`src/rtl/multi_seq.sv`:
```
// multi_seq: sequences n extra register steps of a multi-register op; n+1 cycles from issue to next fetch.
// Define SEQ_IRQ_DEFER_EN to defer interrupts to the done cycle; otherwise an interrupt aborts the sequence.
module multi_seq (
  input  logic       clk,
  input  logic       reset_n,
  input  logic       issue,
  input  logic [4:0] multi_in,
  input  logic [4:0] rc_base,
  input  logic       irq_in,
  output logic       stall,
  output logic       seq_valid,
  output logic [4:0] seq_reg,
  output logic [6:0] seq_ofs,
  output logic       irq_out,
  output logic       done
);

  typedef enum logic {IDLE = 1'b0, RUN = 1'b1} state_t;

  state_t     state_q, state_d;
  logic [4:0] k_q, k_d;
  logic [4:0] n_q, n_d;
  logic [4:0] base_q, base_d;
  logic       done_q, done_d;
  logic       pend_q, pend_d;

  always_ff @(posedge clk or negedge reset_n) begin
    if (!reset_n) begin
      state_q <= IDLE;
      k_q     <= 5'd0;
      n_q     <= 5'd0;
      base_q  <= 5'd0;
      done_q  <= 1'b0;
      pend_q  <= 1'b0;
    end else begin
      state_q <= state_d;
      k_q     <= k_d;
      n_q     <= n_d;
      base_q  <= base_d;
      done_q  <= done_d;
      pend_q  <= pend_d;
    end
  end

  // Every output is gated by reset_n so an asserted reset clears them at once, even mid-sequence.
  always_comb begin
    state_d   = state_q;
    k_d       = k_q;
    n_d       = n_q;
    base_d    = base_q;
    done_d    = 1'b0;
    pend_d    = pend_q;
    stall     = 1'b0;
    seq_valid = 1'b0;
    seq_reg   = 5'd0;
    seq_ofs   = 7'd0;
    irq_out   = 1'b0;
    done      = 1'b0;
    if (reset_n) begin
      done = done_q;
      if (state_q == IDLE) begin
`ifdef SEQ_IRQ_DEFER_EN
        irq_out = irq_in | pend_q;
        pend_d  = 1'b0;
`else
        irq_out = irq_in;
`endif
        if (issue && (multi_in != 5'd0)) begin
          stall   = 1'b1;
          n_d     = multi_in;
          base_d  = rc_base;
          k_d     = 5'd1;
          state_d = RUN;
        end
      end else begin
        seq_valid = 1'b1;
        seq_reg   = base_q + k_q;
        seq_ofs   = {k_q, 2'b00};
`ifdef SEQ_IRQ_DEFER_EN
        if (irq_in) pend_d = 1'b1;
        if (k_q < n_q) begin
          stall = 1'b1;
          k_d   = k_q + 5'd1;
        end else begin
          state_d = IDLE;
          done_d  = 1'b1;
        end
`else
        irq_out = irq_in;
        if (irq_in) begin
          // Abort: steps already stored stay stored, no done pulse.
          state_d = IDLE;
        end else if (k_q < n_q) begin
          stall = 1'b1;
          k_d   = k_q + 5'd1;
        end else begin
          state_d = IDLE;
          done_d  = 1'b1;
        end
`endif
      end
    end
  end

endmodule

```
`config.mk`:
```
export PLATFORM = sky130hd
export DESIGN_NAME = multi_seq
export DESIGN_NICKNAME = d
export VERILOG_FILES = /design/src/rtl/multi_seq.sv
export SDC_FILE = /design/constraint.sdc
export NUM_CORES = 1
export LEC_CHECK = 0
export CORE_ASPECT_RATIO = 0.6
export CORE_MARGIN = 3
export CORE_UTILIZATION = 47
export DETAILED_ROUTE_END_ITERATION = 16
export PLACE_DENSITY = 0.83
export SLEW_MARGIN = 20
export SYNTH_ARGS = -nofsm -noshare
export SYNTH_HDL_FRONTEND = slang
export SYNTH_SLANG_ARGS = --single-unit
```
`constraint.sdc`:
```
create_clock -name clk -period 3.3 [get_ports clk]
set_input_delay 0.825 -clock clk [delete_from_list [all_inputs] [get_ports clk]]
set_output_delay 0.825 -clock clk [all_outputs]
set_load 0.05 [all_outputs]
```
## Word-level counts from Yosys, hierarchy flattened

Cells that the tools add are included.
Widths: inputs -> output; s select.

- Order comparisons: 1
- Multiplexer cells: 21
- $add $sub $neg: 2
- Equal/unequal tests: 2
- Bitwise operators: 1
- Reduce and logical (&&, ||, !) cells: 5

Operator list:

| kind | number |
|---|---|
| $mux 5 | 6 |
| $mux 7 | 2 |
| $mux 1 | 13 |
| $add 5x1->5 const B | 1 |
| $add 5x5->5 | 1 |
| $lt 5x5->1 | 1 |
| $reduce_bool 5->1 | 1 |
| $reduce_and 4->1 | 1 |
| $reduce_and 3->1 | 1 |
| $ne 2x1->1 const B | 1 |
| $ne 2x2->1 const B | 1 |
| $reduce_bool 2->1 | 1 |
| $logic_and 1x1->1 | 1 |
| $not 1->1 | 1 |

- Register bits after elaboration: 17
- Output and inout port bits: 16

## Depth between registers and ports, before layout

Gate-level depths: netlist of run 1.

- Word-level depth: 5
- Depth in mapped cells: 8
- Mapped depth without buffers: 7

## Worst setup path after synthesis of run 1

No wires, ideal clock.

- Path type: register to output
- Start point: reg k_q[0]
- End point: out seq_reg[4]
- Data required time: 2.475 ns
- Stages on the path, launching flop included: 7
- Arrival time: 2.105 ns
- Slack: 0.370 ns
- Buffers on the path: 0
- Path through: dfrtp_1 ha_1 fa_1 a21o_1 a21oi_1 xnor2_1 nor2_1

- Longest elaborated chain between the ends: 3

Ends and longest elaborated chain:

| item | line | RTL |
|---|---|---|
| start, declared | 21 | `logic [4:0] k_q, k_d;` |
| start signal, assigned | 37 | `k_q <= k_d;` |
| $add 5x5->5 | 77 | `seq_reg = base_q + k_q;` |
| $mux 5 | 61 | `if (state_q == IDLE) begin` |
| $mux 5 | 59 | `if (reset_n) begin` |
| end, declared | 12 | `output logic [4:0] seq_reg,` |

No other way between the ends.

## Final worst setup path of run 1

- Start point: in multi_in[0]
- End point: out stall

- Longest elaborated chain between the ends: 5

Ends and longest elaborated chain:

| item | line | RTL |
|---|---|---|
| start, declared | 7 | `input logic [4:0] multi_in,` |
| $reduce_bool 5->1 | 68 | `if (issue && (multi_in != 5'd0)) begin` |
| $logic_and 1x1->1 | 68 |  |
| $mux 1 | 68 |  |
| $mux 1 | 61 |  |
| $mux 1 | 59 |  |
| end, declared | 10 | `output logic stall,` |

No other way between the ends.

==> impl_metrics.env, run 1 <==
export IMPL_via_per_inst=5.565
export IMPL_status="finished, final reports clean"
export IMPL_power_density_nw_per_um2=956.7
export IMPL_numPortBuffers=27
export IMPL_globalRouteOverflowTotal=0
export IMPL_post_cts_repair_setup_buffers=0
export IMPL_cts_buffers=3
export IMPL_cts_hold_buffers=0
export IMPL_final_hold_violation_count=0
export IMPL_drc_errors=0
export IMPL_cp_max_fo=2
export IMPL_grt_max_degree=24
export IMPL_netlist_area_um2=1095
export IMPL_detail_route_first_pass_iterations=4
export IMPL_crit_buf_inv=2
export IMPL_num_fill_cells=130
export IMPL_synthDistinctLibCells=36
export IMPL_dpl_hpwl_um=2079
export IMPL_synth_flop_cell="dfrtp_1"
export IMPL_seq_area_frac_synth=0.3886
export IMPL_vias=935
export IMPL_synth_edf_count=0
export IMPL_start_util=0.5442
export IMPL_grt_pass1_vias=919
export IMPL_drv_cap=0
export IMPL_rsz0062_at_grt="false"
export IMPL_synth_top_area_share=0.3886
export IMPL_fin_tns_setup_ns=0
export IMPL_fmax_mhz=306.1
export IMPL_cp_cell_sequence="clkdlybuf4s50_1 -> or4_4 -> o21a_4 -> or2_1 -> buf_12"
export IMPL_max_vdd_ir_drop_mv=0.6347
export IMPL_cts_root_buf="clkbuf_8"
export IMPL_ys_ff_latch=17
export IMPL_drt_wl_total_um=2630
export IMPL_synth_area_top_cells="dfrtp_1 (39%), ha_1 (10%), mux2_2 (7.2%)"
export IMPL_grt_pass1_wl_um=4388
export IMPL_syn_avg_cell_area_um2=10.14
export IMPL_die_h_um=43.39
export IMPL_diodes=0
export IMPL_synthArstFlopShare=1.000
export IMPL_fin_hold_ws_ns=0.5109
export IMPL_die_area_um2=2963
export IMPL_drive_gt1_frac=0.2571
export IMPL_crit_path_top_delay_cell="or4_4"
export IMPL_fin_crit_sh=0.9900
export IMPL_fin_nets=165
export IMPL_clk_pin_slew_worst_paths_ns=0.06
export IMPL_die_x_um=68.31
export IMPL_synth_warnings=0
export IMPL_criticalPathCategory="input pin to output pin"
export IMPL_p_leak_nw=0.7506
export IMPL_cts_sinks=17
export IMPL_coreArea_um2=2012
export IMPL_rows=12
export IMPL_cpPeakStageDelay_ns=0.54
export IMPL_htree_levels=1
export IMPL_pin_count=30
export IMPL_endpoint_kind="output pin"
export IMPL_syn_inst=108
export IMPL_cp_start_kind="input pin"
export IMPL_yosysTopAreaCell="dfrtp_1"
export IMPL_ctsResizeCount=0
export IMPL_drtIter0Drc=44
export IMPL_fin_crit_ns=3.267
export IMPL_required_ns=2.47
export IMPL_cts_tree="built"
export IMPL_antenna_left=0
export IMPL_cts_buffer_depth=2
export IMPL_insertion_delay_ns=0.25
export IMPL_place_gp_congestion=0.7626
export IMPL_hold_class="flip-flop to flip-flop"
export IMPL_critPathTopFamily="simple AND/OR/NAND/NOR gates"
export IMPL_grt_usage=0.2063
export IMPL_setup_viol=0
export IMPL_crit_arrival_ns=2.44
export IMPL_routedWlPerCell_um=15.65
export IMPL_skew_ns=0.004684
export IMPL_antenna_found_initial=0
export IMPL_slew_viol_final=0
export IMPL_areaGrowthSynthToFinish_pct=45.94
area by class of cell:
type	instances	area, um2	share of cell area
multi-input combinational	78	604.3	0.3782
inverter	8	30.03	0.01879
tap	28	35.03	0.02193
sequential	17	425.4	0.2662
timing repair buffer	33	457.9	0.2866
clock buffer	4	45.04	0.02819
final timing paths:
kind,start,endpoint,slack [ns],cells after the start
max,multi_in[0],stall,0.03,5
min,base_q[3]$_DFFE_PN0P_,base_q[3]$_DFFE_PN0P_,0.51,1
max reg2reg,k_q[3]$_DFFE_PN0P_,k_q[3]$_DFFE_PN0P_,1.15,7
min reg2reg,base_q[3]$_DFFE_PN0P_,base_q[3]$_DFFE_PN0P_,0.51,1
max in group asynchronous,reset_n,n_q[2]$_DFFE_PN0P_,2.01,3
min in group asynchronous,reset_n,k_q[4]$_DFFE_PN0P_,1.08,3
layer usage:
layer / track usage / part of all wire
met1: 0.2574 / 0.43
met2: 0.3295 / 0.46
met3: 0.06736 / 0.083
met4: 0.08696 / 0.027
met5: 0 / 0
cell usage after synthesis (2+ instances only):
master    count
o21ai_0       4
nand2_1       8
nand3_1       3
ha_1          9
inv_1         8
dfrtp_1      17
xnor2_1       3
buf_4         2
clkbuf_1      2
mux2_2        7
and3_1        5
nor2_1        7
and2_1        2
a21oi_1       5
a21o_1        4
a41oi_1       2
through the flow:
stage / power, W / setup WS [ns] / instances / utilization / cell area, um2
final: 0.001529 / 0.03291 / 168 / 0.7942 / 1598
after floorplan: 0.001006 / 0.3698 / 109 / - / 1099
after global routing: 0.001645 / 0.002523 / 168 / 0.7942 / 1598
after CTS: 0.001534 / 0.01123 / 168 / 0.7929 / 1595
after detailed placement: 0.001369 / 0.02874 / 164 / 0.7705 / 1550
after global placement: 0.001314 / 0.02978 / 164 / 0.7705 / 1550
cells in the final DEF, fill, tap and decap left out, types with 2 or more instances in the layout:
cell and instances:
nand2_1 8, mux2_2 7, nor2_1 7, ha_1 9, xnor2_1 3, and3_1 5
a21o_1 4, inv_1 8, and2_1 2, buf_4 6, conb_1 2, o21ai_0 4
nand3_1 3, dfrtp_1 17, a41oi_1 2, clkbuf_8 3, buf_12 14, a21oi_1 5
clkdlybuf4s50_1 12
where the power goes:
part	switching [W]	internal, W	leakage, nW
Combinational	0.000501	0.000458	0.519
Sequential	0.000115	0.000302	0.208
Clock	0.0000658	0.0000856	0.0228
Total	0.000682	0.000846	0.751
cells by family (layout without fill, tap and decap cells):
group                    Yosys count  count (layout)  share of synthesized area
AO/OA/AOI/OAI                     23              23                     0.1691
XOR/XNOR                           4               4                    0.03201
adder cells (fa/ha/maj)           10              10                     0.1211
buffers and inverters             14              45                    0.06285
flip-flops                        17              17                     0.3886
multiplexers                       7               7                    0.07200
other                              1               2                   0.003425
AND/OR/NAND/NOR                   32              32                     0.1509
worst reg2reg max path: stages, from the launching register on:
cell and delay (ns):
dfrtp_1 0.49, ha_1 0.36, or2_2 0.27, a211o_1 0.31, o41ai_2 0.07, buf_4 0.21, a41oi_1 0.18, a31oi_4 0.18
sequential cells by signal (all words and copies together), names as in the netlist:
register	count
k_q	5
state_q	1
done_q	1
n_q	5
base_q	5
(Power assumes the default switching activity.)
==> run 2: changes to the inputs <==
Settings changed: CTS_CLUSTER_DIAMETER from default to 40.
==> results of run 2 <==
Same layout as run 1: the final DEF is identical, and so are final timing and power.
